`config.mk`:
```
export PLATFORM = sky130hd
export DESIGN_NAME = memory_arbiter
export DESIGN_NICKNAME = d
export VERILOG_FILES = /design/src/rtl/memory_arbiter_pkg.sv /design/src/rtl/memory_arbiter_rr_arbiter_2.sv /design/src/rtl/memory_arbiter.sv
export SDC_FILE = /design/constraint.sdc
export NUM_CORES = 1
export LEC_CHECK = 0
export BUFFER_PORTS_ARGS = -buffer_cell sky130_fd_sc_hd__buf_2
export CAP_MARGIN = 30
export CORE_AREA = 2 2 275 277
export CTS_BUF_LIST = sky130_fd_sc_hd__clkbuf_4 sky130_fd_sc_hd__clkbuf_8
export CTS_CLUSTER_SIZE = 16
export DETAILED_ROUTE_END_ITERATION = 6
export DIE_AREA = 0 0 277 279
export GPL_TIMING_DRIVEN = 0
export PLACE_DENSITY_LB_ADDON = 0.05
export SYNTH_ARGS = -nofsm -noshare
export SYNTH_HDL_FRONTEND = slang
export SYNTH_SLANG_ARGS = --single-unit
```
`constraint.sdc`:
```
create_clock -name clock -period 16.2 [get_ports clock]
set_input_delay 1.62 -clock clock [delete_from_list [all_inputs] [get_ports clock]]
set_output_delay 1.62 -clock clock [all_outputs]
set_load 0.02 [all_outputs]
```
`src/rtl/memory_arbiter_pkg.sv`:
```
// Shared encodings and defaults for the main-memory arbiter between the L1 caches and the RAM.
package memory_arbiter_pkg;

    localparam int unsigned LINE_WIDTH_DEFAULT    = 128;
    localparam int unsigned PHYS_ADDR_SIZE        = 20;
    localparam int unsigned LINE_ADDR_START_INDEX = 4;
    localparam int unsigned MEM_LATENCY_DEFAULT   = 5;

    localparam logic [1:0] ARB_IDLE   = 2'd0;
    localparam logic [1:0] ARB_WAIT   = 2'd1;
    localparam logic [1:0] ARB_ACCESS = 2'd2;
    localparam logic [1:0] ARB_RESP   = 2'd3;

    localparam logic CLIENT_I = 1'b0;
    localparam logic CLIENT_D = 1'b1;

    localparam logic READ  = 1'b0;
    localparam logic WRITE = 1'b1;

    // Counter only ever holds MEM_LATENCY-1 down to 0.
    function automatic int unsigned counter_width(input int unsigned latency);
        return (latency > 1) ? $clog2(latency) : 1;
    endfunction

endpackage

```
`src/rtl/memory_arbiter_rr_arbiter_2.sv`:
```
// Two-request round-robin picker: on a tie the client not granted last time wins.
module rr_arbiter_2
    import memory_arbiter_pkg::*;
(
    input  logic req_d,
    input  logic req_i,
    input  logic last_grant,
    output logic grant_valid,
    output logic grant
);

    always_comb begin
        grant_valid = req_d | req_i;
        grant       = CLIENT_I;
        if (req_d && req_i) begin
            grant = (last_grant == CLIENT_I) ? CLIENT_D : CLIENT_I;
        end else if (req_d) begin
            grant = CLIENT_D;
        end
    end

endmodule

```
`src/rtl/memory_arbiter.sv`:
```
// Serialises i_cache fills and d_cache fills/writebacks onto one synchronous RAM port,
// modelling memory latency with a down-counter before the single line-wide access.
module memory_arbiter
    import memory_arbiter_pkg::*;
#(
    parameter int unsigned LINE_WIDTH       = LINE_WIDTH_DEFAULT,
    parameter int unsigned ADDR_WIDTH       = PHYS_ADDR_SIZE,
    parameter int unsigned LINE_OFFSET_BITS = LINE_ADDR_START_INDEX,
    parameter int unsigned MEM_LATENCY      = MEM_LATENCY_DEFAULT
) (
    input  logic                               clock,
    input  logic                               reset,

    input  logic                               d_cache_miss,
    input  logic                               d_write_to_memory,
    input  logic [ADDR_WIDTH-1:0]              d_address,
    input  logic [LINE_WIDTH-1:0]              d_out_data,
    output logic [LINE_WIDTH-1:0]              d_fill_data,
    output logic                               d_fill_enable,
    output logic                               d_write_completed,

    input  logic                               i_cache_miss,
    input  logic [ADDR_WIDTH-1:0]              i_address,
    output logic [LINE_WIDTH-1:0]              i_fill_data,
    output logic                               i_fill_enable,

    output logic                               mem_en,
    output logic                               mem_we,
    output logic [ADDR_WIDTH-LINE_OFFSET_BITS-1:0] mem_addr,
    output logic [LINE_WIDTH-1:0]              mem_wdata,
    input  logic [LINE_WIDTH-1:0]              mem_rdata
);

    localparam int unsigned LINE_IDX_WIDTH = ADDR_WIDTH - LINE_OFFSET_BITS;
    localparam int unsigned CW             = counter_width(MEM_LATENCY);

    logic [1:0]                state;
    logic [CW-1:0]             counter;
    logic                      last_grant;
    logic                      cur_client;
    logic                      cur_op;
    logic [LINE_IDX_WIDTH-1:0] cur_line;
    logic [LINE_WIDTH-1:0]     cur_wdata;
    logic [LINE_WIDTH-1:0]     d_fill_hold;
    logic [LINE_WIDTH-1:0]     i_fill_hold;

    logic grant_valid;
    logic grant;
    logic resp_read;

    logic unused_offset_bits;
    assign unused_offset_bits = ^{d_address[LINE_OFFSET_BITS-1:0], i_address[LINE_OFFSET_BITS-1:0]};

    rr_arbiter_2 u_rr_arbiter_2 (
        .req_d       (d_cache_miss | d_write_to_memory),
        .req_i       (i_cache_miss),
        .last_grant  (last_grant),
        .grant_valid (grant_valid),
        .grant       (grant)
    );

    always_ff @(posedge clock or posedge reset) begin
        if (reset) begin
            state       <= ARB_IDLE;
            counter     <= '0;
            last_grant  <= CLIENT_I;
            cur_client  <= CLIENT_I;
            cur_op      <= READ;
            cur_line    <= '0;
            cur_wdata   <= '0;
            d_fill_hold <= '0;
            i_fill_hold <= '0;
        end else begin
            case (state)
                ARB_IDLE: begin
                    if (grant_valid) begin
                        cur_client <= grant;
                        last_grant <= grant;
                        // A pending writeback goes before the refill of the same client.
                        cur_op     <= (grant == CLIENT_D && d_write_to_memory) ? WRITE : READ;
                        cur_line   <= (grant == CLIENT_D) ? d_address[ADDR_WIDTH-1:LINE_OFFSET_BITS]
                                                          : i_address[ADDR_WIDTH-1:LINE_OFFSET_BITS];
                        cur_wdata  <= (grant == CLIENT_D) ? d_out_data : '0;
                        if (MEM_LATENCY == 0) begin
                            state <= ARB_ACCESS;
                        end else begin
                            state   <= ARB_WAIT;
                            counter <= CW'(MEM_LATENCY - 1);
                        end
                    end
                end
                ARB_WAIT: begin
                    if (counter == '0) begin
                        state <= ARB_ACCESS;
                    end else begin
                        counter <= counter - CW'(1);
                    end
                end
                ARB_ACCESS: begin
                    state <= ARB_RESP;
                end
                ARB_RESP: begin
                    state <= ARB_IDLE;
                    if (cur_op == READ && cur_client == CLIENT_D) begin
                        d_fill_hold <= mem_rdata;
                    end
                    if (cur_op == READ && cur_client == CLIENT_I) begin
                        i_fill_hold <= mem_rdata;
                    end
                end
                default: state <= ARB_IDLE;
            endcase
        end
    end

    // RAM read data arrives during RESP, so fill data is passed through then and held afterwards.
    always_comb begin
        mem_en            = (state == ARB_ACCESS);
        mem_we            = mem_en && (cur_op == WRITE);
        mem_addr          = cur_line;
        mem_wdata         = cur_wdata;
        resp_read         = (state == ARB_RESP) && (cur_op == READ);
        d_fill_enable     = resp_read && (cur_client == CLIENT_D);
        i_fill_enable     = resp_read && (cur_client == CLIENT_I);
        d_write_completed = (state == ARB_RESP) && (cur_op == WRITE);
        d_fill_data       = d_fill_enable ? mem_rdata : d_fill_hold;
        i_fill_data       = i_fill_enable ? mem_rdata : i_fill_hold;
    end

endmodule

```
==> flow_summary.ini, run 1 <==
[status]
status = complete, no violations

[power_and_ir_drop]
leakagePower_nw = 12.1
ir_drop_mv = 0.0891
pwr_density_cell_mw_per_mm2 = 234

[die]
die_area_mm2 = 0.0773
ios = 706
die_x_um = 277
placementRows = 100
coreArea_mm2 = 0.0741
die_h_um = 279
initial_utilization_pct = 24.7

[grt]
grt-ovfl-total = 0
antenna_found_initial = 22
grt_pass1_vias = 14500
grt_max_degree = 94
grt_pass1_wl_um = 98800
track_usage_pct = 17.2

[worst_setup_path]
cp_max_fo = 10
path_delay_family = buffers and inverters
cp-end-kind = primary output
worst_path_largest_cell_delay_ps = 460
path_class = reg -> out
r2r_slack_ps = 14030
cp_cell_sequence = ha_1, nand3b_1, buf_2, buf_2, mux2_2, buf_2
cp_slowest_cell = buf_2
cp.required_ps = 14580
startpoint_type = flop
cp_num_buf_inv = 3
cp_common_cell = buf_2
crit_arrival_ps = 2980

[sta]
holdWs_ps = 475
setup_viol = 0
finClkSkew_ps = 40.8
drv_slew = 0
max-slew-margin-rel_pct = 54.3
min_period_over_period_pct = 28.4
grt_setup_unrepaired = false
min_period_ps = 4600
tightest_slew_ps = 685
fmax_ghz = 0.217
hold_violations = 0

[logic_synthesis]
syn_area_mm2 = 0.0183
synthCells = 1226
muxShareOfSynthArea_pct = 32.6
synth_xor_xnor_area_share_pct = 0
synth_ff_type = dfrtp_1
synthSimpleGateAreaFrac_pct = 0.813
synthAdderAreaFrac_pct = 0.546
synthArstFlopShare_pct = 100
synth.top_cell.area_share_pct = 55.6
synthTopCellsByCount = 407 x dfrtp_1, 285 x mux2_2, 229 x mux2_1, 128 x a22o_1, 50 x buf_2
yosysMostFrequentCell = dfrtp_1
synth-compound-area-share_pct = 6.96
yosys.area.top_type = dfrtp_1
netlist_top_cells_area = dfrtp_1 56%, mux2_2 18%, mux2_1 14%, a22o_1 6.1%, buf_6 1.5%
yosysUniqueCellTypes = 27
yosysSeqAreaShare_pct = 55.6
synth_area_per_cell_um2 = 14.9
synth_top_family_by_area = multiplexers
synth.net_count = 1535
synth_edf_count = 0
yosysWarningCount = 0
synth-seq-cells = 407

[route]
final_antenna_net_count = 0
num_vias = 13300
routedWlPerCell_um = 22.2
drc = 0
first_iter_violations = 428
vias_per_cell = 4.37
drtPass1Iterations = 6
drt_wl_total_um = 67800

[clock_tree]
postCtsSetupRepairBufs = 0
htreeDepth = 3
cts_buffers = 81
clk_pin_slew_worst_paths_ps = 60
cts_buffer_depth = 3
cts_root_buffer = clkbuf_8
numClockSinks = 407
clk_latency_ps = 670
post_cts_resized = 0
cts_tree = yes
cts_hold_buf = 0

[finish]
nets = 2319
nFillCells = 7555
stdcell_area_mm2 = 0.0249
drive_above_1_share_pct = 58.6
area_growth_pct = 35.7

[placed_design]
place_area_mm2 = 0.0231
io_buffers = 697
dp_hpwl_um = 50700
place.gp.congestion = 0.793

[min_path]
hold_class = reg -> reg

[run]
drv_cap = 0
-- power breakdown --
| group | internal (mW) | switching, mW | total, mW | leakage, nW |
|---|---|---|---|---|
| combinational | 1.22 | 1.76 | 2.98 | 6.22 |
| clock | 0.630 | 0.480 | 1.11 | 0.907 |
| sequential | 1.51 | 0.221 | 1.73 | 4.94 |
-- cell families after synthesis --
family / count (synthesis)
AND/OR/NAND/NOR: 31
adder cells (fa/ha/maj): 8
multiplexers: 533
flip-flops: 407
buffers and inverters: 98
AO/OA/AOI/OAI: 149
-- registers in the layout, indices dropped and copies added, names as in the netlist --
name	count
counter	3
mem_addr	16
mem_wdata	128
cur_client	1
state	2
i_fill_hold	128
cur_op	1
d_fill_hold	128
-- per-layer routing --
| layer | part of all wire, % | GRT usage (%) | up-vias |
|---|---|---|---|
| met5 | 0.15 | 0 | - |
| met4 | 2.4 | 4.58 | 16 |
| met3 | 7.8 | 6.52 | 122 |
| met2 | 52 | 31.0 | 457 |
| met1 | 38 | 19.0 | 6607 |
| li1 | - | - | 6111 |
-- stage by stage --
stage	setup slack, ps	utilization, %	cells	power (mW)	TNS, ps
detailed placement	12170	31.2	2896	4.79	0
global route	11320	33.5	3041	6.20	0
global placement	-3020	31.1	2892	4.77	-1205660
finish	11600	33.6	3049	5.82	0
CTS	11430	33.5	3037	5.95	0
floorplan	3260	-	1226	3.67	0
-- final cells by class --
class	count	area (µm²)	area share, %
Tap cell	969	1210	4.88
Buffer	89	603	2.43
Clock inverter	13	133	0.533
Timing Repair Buffer	701	3600	14.5
Antenna cell	12	30.0	0.121
Sequential cell	407	10200	41.0
Inverter	9	41.3	0.166
Clock buffer	128	1560	6.28
Multi-Input combinational cell	721	7500	30.2
-- final timing paths --
path | from | endpoint | cells after the start
min in group asynchronous | reset | mem_wdata[117]$_DFFE_PP0P_ | 2
max reg2reg | state[0]$_DFFE_PP0P_ | d_fill_hold[63]$_DFFE_PP0P_ | 5
max in group asynchronous | reset | i_fill_hold[82]$_DFFE_PP0P_ | 4
max | state[0]$_DFFE_PP0P_ | d_fill_data[126] | 6
min reg2reg | i_fill_hold[26]$_DFFE_PP0P_ | i_fill_hold[26]$_DFFE_PP0P_ | 1
min | i_fill_hold[26]$_DFFE_PP0P_ | i_fill_hold[26]$_DFFE_PP0P_ | 1
-- cells in the final DEF, fill, tap and decap left out --
| cell type | count |
|---|---|
| a21oi_1 | 1 |
| and2_1 | 2 |
| mux2_2 | 285 |
| a21o_1 | 1 |
| nand3b_1 | 1 |
| clkinvlp_4 | 1 |
| o2bb2ai_4 | 1 |
| nor3b_4 | 1 |
| a211oi_2 | 1 |
| o21ai_0 | 15 |
| clkbuf_1 | 9 |
| bufinv_16 | 1 |
| a22o_1 | 128 |
| dfrtp_1 | 407 |
| buf_4 | 4 |
| buf_2 | 747 |
| clkinv_2 | 5 |
| o31ai_4 | 1 |
| mux2_1 | 229 |
| nor2_1 | 3 |
| inv_6 | 1 |
| nand2b_1 | 1 |
| nor4b_1 | 1 |
| inv_1 | 8 |
| clkinv_8 | 1 |
| inv_8 | 5 |
| clkbuf_4 | 33 |
| buf_6 | 25 |
| clkbuf_8 | 96 |
| diode_2 | 12 |
| mux2i_1 | 19 |
| o21ai_1 | 1 |
| ha_1 | 8 |
| nand3_1 | 1 |
| buf_16 | 4 |
| nand2_1 | 21 |
Power figures use the tool's default switching activity.
==> inputs of run 2 (changes only) <==
--- a/config.mk
+++ b/config.mk
@@ -5,13 +5,14 @@
 export SDC_FILE = /design/constraint.sdc
 export NUM_CORES = 1
 export LEC_CHECK = 0
+export ABC_AREA = 1
 export BUFFER_PORTS_ARGS = -buffer_cell sky130_fd_sc_hd__buf_2
 export CAP_MARGIN = 30
-export CORE_AREA = 2 2 275 277
+export CORE_AREA = 2 2 273 275
 export CTS_BUF_LIST = sky130_fd_sc_hd__clkbuf_4 sky130_fd_sc_hd__clkbuf_8
 export CTS_CLUSTER_SIZE = 16
 export DETAILED_ROUTE_END_ITERATION = 6
-export DIE_AREA = 0 0 277 279
+export DIE_AREA = 0 0 275 277
 export GPL_TIMING_DRIVEN = 0
 export PLACE_DENSITY_LB_ADDON = 0.05
 export SYNTH_ARGS = -nofsm -noshare
==> constraint.sdc (replaced) <==
create_clock -name clock -period 3.7 [get_ports clock]
set_input_delay 0.37 -clock clock [delete_from_list [all_inputs] [get_ports clock]]
set_output_delay 0.37 -clock clock [all_outputs]
set_load 0.02 [all_outputs]
==> run 2 against run 1 <==
Net effect: utilization increased by 2.0 points; worst setup slack got worse by 11000 ps; global-route usage increased by 2.1 points; register-to-register slack got worse by 13000 ps; clock skew decreased by 11 ps; total power increased to 4.2 times the previous value; sequential power increased to 4.2 times the previous value; die area decreased by 1.4%; first-iteration DRC count increased by 83%; cell count increased by 33%; largest cell class unchanged; largest power group unchanged; highest routed layer unchanged.
==> flow_summary.ini, run 2 <==
[die]
die_x_um = 275
initial_utilization_pct = 23.2
coreArea_mm2 = 0.0736
ios = 706
die_area_mm2 = 0.0762
die_h_um = 277
placementRows = 100

[route]
num_vias = 17300
drtPass1Iterations = 5
vias_per_cell = 4.26
drc = 0
drt_wl_total_um = 74700
routedWlPerCell_um = 18.4
first_iter_violations = 784
final_antenna_net_count = 0

[sta]
min_period_over_period_pct = 93.8
fin_tns_setup_ps = 0
tightest_slew_ps = 792
fmax_ghz = 0.288
grt_setup_unrepaired = false
drv_slew = 0
min_period_ps = 3470
finClkSkew_ps = 30.0
setup_viol = 0
timing.final.ws_setup_ps = 230
max-slew-margin-rel_pct = 47.2
hold_violations = 0

[logic_synthesis]
yosysUniqueCellTypes = 19
synthArstFlopShare_pct = 100
synth_ff_type = dfrtp_1
yosysWarningCount = 0
synth-seq-cells = 407
yosys.area.top_type = dfrtp_1
synthCells = 1983
yosysMostFrequentCell = nand2_1
synth.top_cell.area_share_pct = 59.7
synth_edf_count = 0
syn_area_mm2 = 0.0171
netlist_top_cells_area = dfrtp_1 60%, nand2_1 16%, o21ai_0 15%, inv_1 3.9%, clkbuf_1 1.3%
yosysSeqAreaShare_pct = 59.7
synth.net_count = 2292
synthTopCellsByCount = 706 x nand2_1, 515 x o21ai_0, 407 x dfrtp_1, 177 x inv_1, 61 x clkbuf_1
synth_area_per_cell_um2 = 8.60

[worst_setup_path]
cp-end-kind = primary output
crit_arrival_ps = 3100
r2r_cells = 5
r2r_slack_ps = 1280
startpoint_type = flop
worst_path_largest_cell_delay_ps = 510
cp.required_ps = 3330
cp_num_buf_inv = 3
cp_max_fo = 10
r2r_start = state[0]$_DFFE_PP0P_
r2r_end = d_fill_hold[122]$_DFFE_PP0P_
cp_slowest_cell = clkbuf_1
path_delay_family = buffers and inverters
cp_common_cell = buf_2
cp_cell_sequence = ha_1, nand3_1, buf_2, clkbuf_1, o21ai_0, buf_2
path_class = reg -> out

[placed_design]
pre_cts_slack_ps = 573
place.gp.congestion = 0.818
io_buffers = 697
dp_hpwl_um = 55800
dpl.cell_count = 3660

[clock_tree]
clk_latency_ps = 660
clk_pin_slew_worst_paths_ps = 60
cts_tree = yes
cts_buffers = 79
cts_root_buffer = clkbuf_8
htreeDepth = 3
numClockSinks = 407
cts_buffer_depth = 3

[min_path]
hold_class = in -> reg
hold-path-cell-count = 5
whs_endpoint = mem_addr[2]$_DFFE_PP0P_
hp-start = d_address[6]

[grt]
track_usage_pct = 19.3
grt_pass1_wl_um = 112000
grt-ovfl-total = 0
antenna_found_initial = 8
grt_max_degree = 39
grt_pass1_vias = 18300

[finish]
final_cells = 4051
drive_above_1_share_pct = 29.8
area_growth_pct = 53.3
layout_common_cells = 738 x buf_2, 706 x nand2_1, 515 x o21ai_0, 407 x dfrtp_1, 245 x dlygate4sd3_1
layout_commonest_cell = buf_2
nets = 3326

[power_and_ir_drop]
pwr_density_cell_mw_per_mm2 = 941
ir_drop_mv = 0.342
leakagePower_nw = 14.1
total_power_mw = 24.6

[run]
drv_cap = 0

[status]
status = complete, no violations
## run 2: worst reg2reg max path, delay by kind of cell, from the launching register on
family	cells	cell delay (ps)
adders and majority gates	1	250
and+or+nand+nor	1	360
buffers and inverters	2	1060
AOI/OAI and AO/OA	1	190
DFF	1	430
## run 2: where the power goes
part / internal, mW / leakage (nW) / switching, mW
sequential: 6.57 / 5.04 / 0.714
combinational: 3.71 / 8.19 / 8.76
clock: 2.82 / 0.908 / 2.03
## run 2: per-stage QoR
stage	cell area, µm²	hold slack [ps]	utilization [%]
after floorplan	17100	442	-
after global placement	21800	451	29.6
after detailed placement	22000	453	29.9
after CTS	26100	0.171	35.5
after global routing	26100	28.3	35.5
final	26100	64.5	35.5
## run 2: worst max path at each step
stage                                  endpoint  depth (start not counted)            startpoint
floorplan                counter[0]$_DFFE_PP0P_                          1                 reset
global placement    d_fill_hold[48]$_DFFE_PP0P_                          2                 reset
detailed placement              d_fill_data[27]                          6  state[0]$_DFFE_PP0P_
CTS                             d_fill_data[44]                          6  state[0]$_DFFE_PP0P_
global route                    d_fill_data[44]                          6  state[0]$_DFFE_PP0P_
finish                          d_fill_data[44]                          6  state[0]$_DFFE_PP0P_
## run 2: logic make-up after synthesis
logic type	after synthesis	share of synthesized area, %
AO/OA/AOI/OAI	519	15.3
adder cells (fa/ha/maj)	8	0.587
buffers and inverters	296	7.41
flip-flops	407	59.7
AND/OR/NAND/NOR	753	16.9
## run 2: cell type report
type,instances,area (µm²)
Clock buffer,133,1620
Tap cell,969,1210
Timing Repair Buffer,953,6160
Inverter,179,676
Fill cell,7921,47400
Antenna cell,5,12.5
Buffer,117,594
Sequential cell,407,10200
Multi-Input combinational cell,1280,5600
Clock inverter,8,78.8
## run 2: timing repair
| item | 4_1_cts | 5_1_grt |
|---|---|---|
| pin swaps | 0 | 0 |
| setup buffers | 0 | 0 |
| endpoints found under the hold margin | 332 | 0 |
| hold buffers | 245 | 0 |
| gates resized for setup | 2 | 1 |
| endpoints found under the setup margin | 5 | 1 |
| gates cloned | 0 | 0 |
## run 2: metal layers
metal	global-route usage (%)	part of all wire [%]	vias up
met3	5.17	6.1	109
met4	5.95	2.6	6
met2	33.3	50	419
met5	0	0.054	-
met1	23.3	42	8320
li1	-	-	8419
